<file path="src/rtl/sram_line_ctrl.sv">
// sram_line_ctrl
// Bridges the data cache to a 256K x 16 asynchronous SRAM. A line fill is
// four 16-bit reads packed into a 64-bit line; a write-through is a 32-bit
// word split into two 16-bit writes (low half at the even address). Every
// SRAM access lasts WAIT_CYCLES clocks. Completion is a one-cycle sram_rdy.
// All SRAM-facing outputs come straight from flops, so nothing on the pads
// depends combinationally on the request inputs.
module sram_line_ctrl #(
  parameter int WAIT_CYCLES = 2
) (
  input  logic        clk,
  input  logic        rst,
  input  logic        sram_rd_en,
  input  logic        sram_wr_en,
  input  logic [31:0] addr,
  input  logic [31:0] wr_data,
  output logic [63:0] sram_rd_data,
  output logic        sram_rdy,
  output logic [17:0] SRAM_ADDR,
  output logic        SRAM_WE_N,
  output logic [15:0] SRAM_DQ_OUT,
  output logic        SRAM_DQ_OE,
  input  logic [15:0] SRAM_DQ_IN
);

  typedef enum logic [1:0] {
    S_IDLE  = 2'd0,
    S_READ  = 2'd1,
    S_WRITE = 2'd2,
    S_DONE  = 2'd3
  } state_t;

  // Wait-counter value of the final cycle of each access.
  localparam logic [3:0] LP_LAST   = 4'(WAIT_CYCLES - 1);
  // With one cycle per access the first cycle is also the last, so the write
  // strobe never drops.
  localparam logic       LP_SINGLE = 1'(WAIT_CYCLES == 1);

  state_t      r_state;
  logic [1:0]  r_beat;
  logic [3:0]  r_wait;
  logic [15:0] r_line;
  logic        r_word;
  logic [15:0] r_wdata_hi;
  logic [15:0] r_buf0;
  logic [15:0] r_buf1;
  logic [15:0] r_buf2;
  logic [63:0] r_rd_data;
  logic        r_rdy;
  logic [17:0] r_addr;
  logic        r_we_n;
  logic [15:0] r_dq_out;
  logic        r_oe;

  // Only addr[18:2] reaches the SRAM; the rest is byte offset or beyond 512 KB.
  logic        w_unused_addr;
  assign w_unused_addr = &{1'b0, addr[31:19], addr[1:0]};

  assign sram_rd_data = r_rd_data;
  assign sram_rdy     = r_rdy;
  assign SRAM_ADDR    = r_addr;
  assign SRAM_WE_N    = r_we_n;
  assign SRAM_DQ_OUT  = r_dq_out;
  assign SRAM_DQ_OE   = r_oe;

  // Controller FSM: each edge computes the pad values for the coming cycle.
  always_ff @(posedge clk or negedge rst) begin
    if (!rst) begin
      r_state    <= S_IDLE;
      r_beat     <= 2'd0;
      r_wait     <= 4'd0;
      r_line     <= 16'd0;
      r_word     <= 1'b0;
      r_wdata_hi <= 16'd0;
      r_buf0     <= 16'd0;
      r_buf1     <= 16'd0;
      r_buf2     <= 16'd0;
      r_rd_data  <= 64'd0;
      r_rdy      <= 1'b0;
      r_addr     <= 18'd0;
      r_we_n     <= 1'b1;
      r_dq_out   <= 16'd0;
      r_oe       <= 1'b0;
    end else begin
      r_rdy  <= 1'b0;
      r_we_n <= 1'b1;
      r_oe   <= 1'b0;
      case (r_state)
        S_IDLE: begin
          if (sram_rd_en) begin
            r_state    <= S_READ;
            r_line     <= addr[18:3];
            r_word     <= addr[2];
            r_wdata_hi <= wr_data[31:16];
            r_beat     <= 2'd0;
            r_wait     <= 4'd0;
            r_addr     <= {addr[18:3], 2'b00};
          end else if (sram_wr_en) begin
            r_state    <= S_WRITE;
            r_line     <= addr[18:3];
            r_word     <= addr[2];
            r_wdata_hi <= wr_data[31:16];
            r_beat     <= 2'd0;
            r_wait     <= 4'd0;
            r_addr     <= {addr[18:2], 1'b0};
            r_dq_out   <= wr_data[15:0];
            r_oe       <= 1'b1;
            r_we_n     <= LP_SINGLE;
          end
        end
        S_READ: begin
          if (r_wait == LP_LAST) begin
            r_wait <= 4'd0;
            case (r_beat)
              2'd0:    r_buf0 <= SRAM_DQ_IN;
              2'd1:    r_buf1 <= SRAM_DQ_IN;
              2'd2:    r_buf2 <= SRAM_DQ_IN;
              default: r_rd_data <= {SRAM_DQ_IN, r_buf2, r_buf1, r_buf0};
            endcase
            if (r_beat == 2'd3) begin
              r_state <= S_DONE;
              r_rdy   <= 1'b1;
            end else begin
              r_addr <= {r_line, r_beat + 2'd1};
            end
            // Wraps 3 -> 0 as the line completes.
            r_beat <= r_beat + 2'd1;
          end else begin
            r_wait <= r_wait + 4'd1;
          end
        end
        S_WRITE: begin
          r_oe <= 1'b1;
          if (r_wait == LP_LAST) begin
            r_wait <= 4'd0;
            if (r_beat[0]) begin
              r_state <= S_DONE;
              r_rdy   <= 1'b1;
              r_oe    <= 1'b0;
              r_beat  <= 2'd0;
            end else begin
              r_beat   <= 2'd1;
              r_addr   <= {r_line, r_word, 1'b1};
              r_dq_out <= r_wdata_hi;
              r_we_n   <= LP_SINGLE;
            end
          end else begin
            r_wait <= r_wait + 4'd1;
            // Strobe rises for the final cycle so address and data are held
            // across the SRAM's write-end edge.
            r_we_n <= ((r_wait + 4'd1) == LP_LAST);
          end
        end
        S_DONE: begin
          r_state <= S_IDLE;
        end
        default: begin
          r_state <= S_IDLE;
        end
      endcase
    end
  end

endmodule

</file>
<file path="config.mk">
export PLATFORM = sky130hd
export DESIGN_NAME = sram_line_ctrl
export DESIGN_NICKNAME = d
export VERILOG_FILES = /design/src/rtl/sram_line_ctrl.sv
export SDC_FILE = /design/constraint.sdc
export NUM_CORES = 1
export LEC_CHECK = 0
export ABC_AREA = 1
export CAP_MARGIN = 20
export CELL_PAD_IN_SITES_DETAIL_PLACEMENT = 0
export CELL_PAD_IN_SITES_GLOBAL_PLACEMENT = 1
export CORE_ASPECT_RATIO = 0.75
export CORE_UTILIZATION = 34
export CTS_CLUSTER_DIAMETER = 100
export DETAILED_ROUTE_END_ITERATION = 10
export PLACE_DENSITY_LB_ADDON = 0.3
export SYNTH_ARGS = -nofsm -noshare
export SYNTH_HDL_FRONTEND = slang
export SYNTH_SLANG_ARGS = --single-unit
</file>
<file path="constraint.sdc">
create_clock -name clk -period 1.6 [get_ports clk]
set_input_delay 0.4 -clock clk [delete_from_list [all_inputs] [get_ports clk]]
set_output_delay 0.4 -clock clk [all_outputs]
set_load 0.005 [all_outputs]
</file>
==> flow_metrics.tcl, run 1 <==
set metrics [dict create \
    drc 0 \
    clk_pin_slew_ns 0.08 \
    gp_congestion 0.8095 \
    startpoint_type "flip-flop" \
    drtIter0Drc 410 \
    layout.nets 1174 \
    cts.sinks 190 \
    wl_mm 22.20 \
    grt.overflow.total 0 \
    rrSetupSlack_ns -0.03 \
    yosysUniqueCellTypes 32 \
    reg2reg_depth 9 \
    die_width_um 177.8 \
    yosys_warnings 0 \
    syn_inst 856 \
    utilization_pct 51.13 \
    grt_pass1_wl_mm 33.40 \
    first_global_vias 6146 \
    syn-cell-area_mm2 0.007881 \
    slew_headroom_pct 77.87 \
    drive_gt1_share_pct 17.40 \
    status "complete, but fails checks" \
    period_share_pct 102.1 \
    avgSynthCellArea_um2 9.207 \
    cp_data_arrival_time_ns 1.94 \
    start_util_pct 35.18 \
    drv_cap 0 \
    path_class "reg2reg" \
    fmax_ghz 0.6122 \
    leakagePower_nw 5.981 \
    hold_viol 0 \
    clk_latency_ns 0.43 \
    antenna_found_initial 0 \
    required_ns 1.91 \
    violations "negative setup slack" \
    antenna_cells 0 \
    critPathMaxFanout 8 \
    power_mw 19.99 \
    syn_to_final_growth_pct 45.36 \
    portBuffers 169 \
    power_per_cell_area_mw_per_mm2 1745 \
    grt_max_degree 57 \
    die_area_mm2 0.02380 \
    finClkSkew_ns 0.01356 \
    timing.rr.end "SRAM_DQ_OUT[10]" \
    drv_slew 0 \
    via_count 6393 \
    hold_class "in2async" \
    die_h_um 133.9 \
    dr.pass1.iters 4 \
    ios 185 \
    cts_tree "built" \
    hpwlAfterDp_mm 13.71 \
    vdd_drop_max_mv 0.7875 \
    endpoint_kind "flip-flop" \
    grt.total_usage_pct 18.21 \
    cts_buffer_depth 2 \
    tightest_slew_ns 0.3319 \
    synth-seq-cells 190 \
    ys_seq_area_share_pct 60.34 \
    std_cell_rows 47 \
    cts_buffers 17 \
    syn-num-nets 951 \
    htree_num_levels 4 \
    rr_startpoint "r_state[1]" \
    via_per_inst 4.613 \
    worst_slack_ns -0.03337 \
    core_mm2 0.02241 \
    fin_crit_ns 1.633 \
    rsz0062_at_grt "true" \
    finalSetupViolations 17 \
    ant_nets 0 \
    clock-root-buffer "clkbuf_16" \
    route.detailed.wl_per_inst_um 16.02 \
]
per-layer routing:
layer,GRT usage [%],routed length (um)
met5,0,0
met4,3.846,113
met3,3.770,855
met2,28.78,10320
met1,25.79,10910
synthesized netlist by cell type (all sizes together):
master / n / area, um2
a211oi: 1 / 7.510
a21oi: 2 / 10.01
and3: 1 / 6.260
buf: 33 / 185.2
clkbuf: 13 / 50.04
dfrtp: 189 / 4730
dfstp: 1 / 26.28
ha: 11 / 137.6
inv: 46 / 172.7
mux2: 18 / 202.7
mux2i: 1 / 10.01
nand2: 335 / 1272
nand3: 71 / 360.3
nand3b: 2 / 15.01
nand4: 2 / 12.51
nor2: 8 / 63.81
nor3: 1 / 5.000
o21ai: 118 / 590.6
o22ai: 1 / 6.260
xnor2: 1 / 8.760
xor2: 1 / 8.760
registers in the layout, summed over array words and instances, names as in the netlist:
name	flops
SRAM_ADDR	18
SRAM_DQ_OE	1
SRAM_DQ_OUT	16
SRAM_WE_N	1
r_beat	2
r_buf0	16
r_buf1	16
r_buf2	16
r_line	16
r_state	2
r_wait	4
r_wdata_hi	16
r_word	1
sram_rd_data	64
sram_rdy	1
cells in the final DEF (no fill, tap or decap), types with 2 or more instances in the layout:
master / netlist / final
o21ai_1: 61 / 70
o21ai_0: 57 / 40
inv_8: 0 / 2
nand2_8: 0 / 2
inv_6: 0 / 3
dlygate4sd2_1: 0 / 100
dfrtp_1: 189 / 187
clkdlybuf4s50_1: 0 / 67
ha_4: 0 / 4
nand2_1: 331 / 307
nand2_4: 1 / 6
dfrtp_2: 0 / 2
nor2_1: 4 / 3
mux2_2: 18 / 8
nand3b_1: 2 / 2
mux2_4: 0 / 10
buf_12: 0 / 16
nand4_1: 2 / 2
clkinvlp_4: 0 / 3
o21ai_2: 0 / 8
inv_2: 2 / 5
inv_1: 44 / 40
buf_4: 3 / 42
buf_8: 0 / 2
nor2_4: 2 / 4
nand2_2: 3 / 20
clkinv_2: 0 / 3
clkbuf_16: 0 / 25
nand3_1: 70 / 70
ha_1: 11 / 6
buf_6: 2 / 11
clkinv_8: 0 / 2
what timing repair did:
item                                   4_1_cts  5_1_grt
pin swaps                                    2       11
buffers inserted                            20       12
setup endpoints to repair                  242      117
gates cloned                                 1       11
hold buffers                                 1        0
endpoints found under the hold margin       17        0
resized for setup                          114       97
layout make-up:
| type | count | area [um2] |
|---|---|---|
| fillers | 2150 | 10950 |
| repair buffers | 250 | 2592 |
| inverters | 46 | 175.2 |
| clock buffers | 17 | 425.4 |
| clock inverters | 15 | 157.7 |
| multi-input cells | 574 | 2979 |
| well taps | 294 | 367.9 |
| flip-flops and latches | 190 | 4758 |
logic make-up after synthesis:
family	after synthesis	synth area share, %
multiplexers	19	2.699
AO/OA/AOI/OAI	122	7.795
AND/OR/NAND/NOR	420	22.02
adder cells (fa/ha/maj)	11	1.746
flip-flops	190	60.34
buffers and inverters	92	5.175
XOR/XNOR	2	0.2223
critical path, stage by stage, from the launching register on:
cell	delay (ns)
dfrtp_1	0.41
buf_4	0.17
ha_4	0.19
buf_8	0.14
nand2_2	0.07
nand3b_1	0.09
buf_6	0.15
clkbuf_16	0.16
nand2_1	0.06
o21ai_1	0.07
worst max path at each step:
stage	start	end	slack [ns]	cells after the start
CTS	r_state[0]	r_line[0]	0.003	6
finish	r_state[1]	SRAM_DQ_OUT[10]	-0.03	9
floorplan	r_state[0]	SRAM_ADDR[10]	0.01	10
global route	r_state[1]	SRAM_DQ_OUT[10]	-0.12	9
detailed placement	sram_rd_en	r_wait[3]	-0.29	7
global placement	sram_rd_en	r_wait[0]	-0.28	7
metrics by stage:
stage	setup TNS [ns]	cells	cell area (um2)	hold slack, ns	worst slack [ns]
after floorplan	0	856	7881	0.1044	0.01483
after global placement	-13.40	1309	10140	0.2905	-0.2842
after detailed placement	-15.77	1309	10140	0.2912	-0.2881
after CTS	0	1363	10860	0.3937	0.003296
after global routing	-3.135	1386	11460	0.4091	-0.1220
final	-0.1761	1386	11460	0.4066	-0.03337
where the power goes:
group,total [mW],switching (mW),internal [mW]
combinational,8.48,4.31,4.17
sequential,7.29,0.853,6.44
clock,4.22,2.01,2.20
(Power assumes the default switching activity.)
==> run 2: changes to the inputs <==
- clock period: 1.6 -> 1.5 ns (I/O delays scaled with it)
==> run 2 against run 1 <==
Against the previous run: the flow still finishes with violations (negative setup slack); combinational power is 36% higher; via count increased by 7.9%; power grew 20%; setup slack worse by 0.18 ns; wire length rose by 11%; register-to-register slack got worse by 0.18 ns; die area unchanged.
==> flow_metrics.tcl, run 2 (same netlist as run 1, synthesis figures left out) <==
set metrics [dict create \
    status "complete, but fails checks" \
    violations "negative setup slack" \
    drv_slew 0 \
    leakagePower_nw 6.506 \
    die_area_mm2 0.02380 \
    path_class "reg2reg" \
    wl_mm 24.65 \
    power_per_cell_area_mw_per_mm2 1837 \
    via_per_inst 4.768 \
    hold_class "in2async" \
    drv_cap 0 \
    startpoint_type "flip-flop" \
    fmax_ghz 0.5848 \
    cts_buffers 17 \
    rrSetupSlack_ns -0.21 \
    first_global_vias 6279 \
    crit_path_start "r_state[1]" \
    drtIter0Drc 456 \
    reg2reg_depth 9 \
    seq_area_mm2 0.004756 \
    power.internal_mw 15.21 \
    mostFrequentLayoutCells "240 x nand2_1, 189 x dfrtp_1, 69 x o21ai_1, 68 x buf_4, 67 x clkdlybuf4s50_1" \
    ios 185 \
    clk_latency_ns 0.44 \
    core_mm2 0.02241 \
    hpwlAfterDp_mm 13.83 \
    share_comb_of_total_power_pct 47.9 \
    cp_data_arrival_time_ns 2.08 \
    layout.nets 1235 \
    hold_viol 0 \
    wl_met3_mm 1.393 \
    worst_slack_ns -0.2099 \
    cts_tree "built" \
    finalSetupViolations 166 \
    grt_pass1_wl_mm 34.89 \
    dr.pass1.iters 6 \
    critPathCapture "SRAM_ADDR[6]" \
    rsz0062_at_grt "true" \
    p_seq_share_pct 32.9 \
    p_clk_share_pct 19.3 \
    route.detailed.wl_per_inst_um 17.03 \
    std_cell_rows 47 \
    start_util_pct 35.18 \
    fillers 1955 \
    p_switching_mw 8.783 \
    vdd_drop_max_mv 1.170 \
    cts_buffer_depth 2 \
    clk_pin_slew_ns 0.07 \
    slew_headroom_pct 72.35 \
    wl_met2_mm 11.34 \
    required_ns 1.87 \
    p_sw_share_pct 36.61 \
    antenna_found_initial 0 \
    cts.sinks 190 \
    dr.max_layer_used "met4" \
    die_h_um 133.9 \
    grt_max_degree 51 \
    ant_nets 0 \
    portBuffers 169 \
    fin_crit_ns 1.710 \
    multi_input_area_mm2 0.003721 \
    tightest_slew_ns 0.4143 \
    drt-met1-wl_mm 11.64 \
    gp_congestion 0.8165 \
    die_width_um 177.8 \
    fin_setup_tns_ns -18.51 \
    syn_to_final_growth_pct 65.76 \
    drive_gt1_share_pct 32.00 \
    timing.rr.end "SRAM_ADDR[6]" \
    power_mw 23.99 \
    rr_startpoint "r_state[1]" \
    period_share_pct 114.0 \
    grt.overflow.total 0 \
    critPathMaxFanout 6 \
    via_count 6900 \
    drc 0 \
    finClkSkew_ns 0.01483 \
    antenna_cells 0 \
    clock-root-buffer "clkbuf_16" \
    grt.total_usage_pct 19.13 \
    largest_reg_flops 64 \
    layout_commonest_cell "nand2_1" \
    htree_num_levels 4 \
    endpoint_kind "flip-flop" \
]
run 2: changes by cell type in the layout (fill, tap and decap cells not counted), sizes merged:
cell           before  now
dlygate4sd2       100   64
clkinv              6    3
nand3              71   74
clkbuf             27   40
buf                72  119
clkinvlp            3    4
bufinv              1    2
clkdlybuf4s15       0   33
nand2             335  337
run 2: per-stage QoR:
step	setup slack (ns)	instances	util [%]	area [um2]	hold slack [ns]
after floorplan	-0.03559	856	-	7901	0.07941
after global placement	-0.2894	1329	46.33	10380	0.2921
after detailed placement	-0.3034	1329	46.33	10380	0.2889
after CTS	-0.1650	1403	52.21	11700	0.4021
after global routing	-0.2773	1447	58.31	13060	0.4255
final	-0.2099	1447	58.31	13060	0.4108
run 2: area by class of cell:
| cell class | count | share of cell area (%) |
|---|---|---|
| clock buffers | 18 | 3.285 |
| clock inverters | 14 | 1.226 |
| inverters | 46 | 1.398 |
| multi-input cells | 579 | 28.48 |
| flip-flops and latches | 190 | 36.40 |
| well taps | 294 | 2.816 |
| repair buffers | 306 | 26.39 |
run 2: layer usage:
| metal | up-vias | global-route usage (%) |
|---|---|---|
| met1 | 3339 | 27.44 |
| li1 | 3348 | - |
| met2 | 198 | 29.21 |
| met5 | - | 0 |
| met4 | 0 | 4.653 |
| met3 | 15 | 4.450 |
run 2: repair_timing:
| action | 4_1_cts | 5_1_grt |
|---|---|---|
| buffers inserted | 33 | 23 |
| endpoints found under the setup margin | 286 | 228 |
| gates resized for setup | 217 | 238 |
| gates cloned | 8 | 26 |
| hold endpoints to repair | 19 | 0 |
| pin swaps | 9 | 36 |
| hold buffers | 1 | 0 |
run 2: worst min-delay path by stage:
stage	from	end	slack (ns)	cells after the start
final	rst	r_buf1[8]	0.41	2
after detailed placement	rst	sram_rd_data[31]	0.29	1
after global placement	rst	r_buf1[4]	0.29	1
after floorplan	rst	SRAM_ADDR[0]	0.08	0
after CTS	rst	sram_rd_data[26]	0.40	2
after global routing	rst	r_buf1[4]	0.43	2
run 2: power groups by stage:
stage          Clock [mW]  Sequential (mW)  Combinational [mW]
2_1_floorplan           0             7.72                4.31
3_3_place_gp            0             7.78                7.77
3_5_place_dp            0             7.80                7.88
4_1_cts              4.70             7.74                9.41
5_1_grt              4.93             8.06                12.5
6_report             4.62             7.88                11.5
run 2: critical path, cell delays in order, from the launching register on:
cell and delay [ns]:
dfrtp_1 0.39, inv_2 0.08, buf_6 0.12, ha_4 0.18
nor2_4 0.21, a21oi_4 0.06, nor2_4 0.26, clkbuf_16 0.22
nand3_2 0.06, nand2_1 0.06
==> run 3: changes to the inputs <==
- CAP_MARGIN: 20 -> unset
- MAX_ROUTING_LAYER: unset -> met4
==> run 3 against run 2 <==
Against the previous run: the flow still finishes with violations (negative setup slack); fmax increased by 1.4%; die area unchanged; sequential power rose by 1%; first-iteration DRC count rose by 18%; cell area increased by 2.7%; register-to-register slack better by 0.02 ns; clock power is essentially flat; power up 2.0%; clock skew increased by 0.0025 ns; via count grew 1.2%; global-route usage is 0.61 points higher; critical endpoint is now sram_rd_data[53]; largest cell class unchanged; largest power group unchanged.
==> flow_metrics.tcl, run 3 (same netlist as run 1, synthesis figures left out) <==
set metrics [dict create \
    status "complete, but fails checks" \
    violations "negative setup slack" \
    globalRouteMet3Util_pct 4.762 \
    endpoint_kind "flip-flop" \
    dr.pass1.iters 5 \
    layout_commonest_cell "nand2_1" \
    drv_cap 0 \
    gp_congestion 0.8287 \
    hold_viol 0 \
    die_width_um 177.8 \
    syn_to_final_growth_pct 70.31 \
    finClkSkew_ns 0.01734 \
    power_per_cell_area_mw_per_mm2 1823 \
    portBuffers 169 \
    instances_no_fill 1456 \
    cts_tree "built" \
    drv_slew 0 \
    layout.nets 1244 \
    grt.busiest_layer "met2" \
    rsz0062_at_grt "true" \
    htree_num_levels 4 \
    fmax_ghz 0.5929 \
    mostFrequentLayoutCells "201 x nand2_1, 189 x dfrtp_1, 74 x nand2_2, 73 x buf_4, 67 x clkdlybuf4s50_1" \
    grt.overflow.total 0 \
    core_mm2 0.02241 \
    dpl.cell_count 1329 \
    p_clk_share_pct 19.0 \
    via_count 6981 \
    drive_gt1_share_pct 36.57 \
    die_h_um 133.9 \
    ant_nets 0 \
    die_area_mm2 0.02380 \
    critPathMaxFanout 5 \
    p_seq_share_pct 32.6 \
    leakagePower_nw 6.548 \
    share_comb_of_total_power_pct 48.5 \
    drc 0 \
    cts.sinks 190 \
    largest_reg_flops 64 \
    period_share_pct 112.5 \
    cts_buffers 17 \
    grt.total_usage_pct 19.74 \
    clock-root-buffer "clkbuf_16" \
    hpwlAfterDp_mm 13.83 \
    route.detailed.wl_per_inst_um 17.18 \
    drtIter0Drc 538 \
    wl_mm 25.02 \
    p_switching_mw 8.989 \
    std_cell_rows 47 \
    first_global_vias 6294 \
    cp_data_arrival_time_ns 2.01 \
    tightest_slew_ns 0.4639 \
    slew_headroom_pct 69.07 \
    vdd_drop_max_mv 1.171 \
    start_util_pct 35.18 \
    hold_class "in2async" \
    cts_buffer_depth 2 \
    grt_max_degree 51 \
    antenna_found_initial 0 \
    post-route-cell-area_mm2 0.01342 \
    power.internal_mw 15.48 \
    worst_slack_ns -0.1868 \
    ios 185 \
    use_met2_pct 29.14 \
    fin_crit_ns 1.687 \
    path_class "reg2reg" \
    grt_pass1_wl_mm 34.88 \
    antenna_cells 0 \
    use_met1_pct 27.69 \
    finalSetupViolations 182 \
    via_per_inst 4.795 \
    power_mw 24.47 \
    reg2reg_depth 10 \
    clk_pin_slew_ns 0.07 \
    required_ns 1.82 \
    dpl-instance-area_mm2 0.01038 \
    clk_latency_ns 0.45 \
    startpoint_type "flip-flop" \
    p_sw_share_pct 36.74 \
    utilization_pct 59.91 \
]
==> run 3: timing repair <==
| item | in CTS | in global routing |
|---|---|---|
| endpoints found under the setup margin | 286 | 236 |
| hold buffers | 1 | 0 |
| buffers inserted | 33 | 31 |
| cloned | 8 | 28 |
| endpoints found under the hold margin | 19 | 0 |
| gates resized for setup | 217 | 322 |
| pin swaps | 9 | 33 |
==> run 3: worst max-delay path, cell delays in order, from the launching register on <==
cell and delay (ns):
dfrtp_1 0.42, inv_2 0.10, buf_6 0.10, ha_4 0.17, inv_4 0.05, nor2_8 0.15
buf_12 0.16, nand2_8 0.10, clkbuf_16 0.21, nand2_2 0.05, o21ai_1 0.05
==> run 3: power groups by stage <==
stage	Combinational (mW)	Sequential [mW]	Clock [mW]
global route	12.8	8.14	4.94
finish	11.9	7.97	4.64
floorplan	4.31	7.72	0
detailed placement	7.88	7.80	0
CTS	9.41	7.74	4.70
global placement	7.77	7.78	0
==> run 3: final cells by class <==
class / count / area (um2)
fill: 1898 / 8982
sequential: 190 / 4756
multi-input combinational: 579 / 3938
timing repair buffer: 315 / 3585
clock buffer: 18 / 429.2
tap: 294 / 367.9
inverter: 46 / 187.7
clock inverter: 14 / 160.2
==> run 3: through the flow <==
stage	worst slack [ns]	hold slack (ns)	setup TNS (ns)
after floorplan	-0.03559	0.07941	-0.6157
after global placement	-0.2894	0.2921	-21.38
after detailed placement	-0.3034	0.2889	-25.69
after CTS	-0.1650	0.4021	-12.28
after global routing	-0.2542	0.4218	-32.41
final	-0.1868	0.4072	-20.10
==> run 3: final timing paths <==
kind,start,end,slack [ns]
worst max-delay path,r_state[1],sram_rd_data[53],-0.19
worst min-delay path,rst,r_buf1[8],0.41
worst max register to register,r_state[1],sram_rd_data[53],-0.19
worst min register to register,sram_rd_data[17],sram_rd_data[17],0.47
max in group asynchronous,rst,r_buf2[9],0.52
min in group clk,sram_rd_data[17],sram_rd_data[17],0.47
==> run 3: routing by layer <==
layer / wire [um] / part of all wire (%)
met1: 11790 / 47
met3: 1350 / 5.4
met2: 11630 / 46
met5: 0 / 0
met4: 243 / 0.97
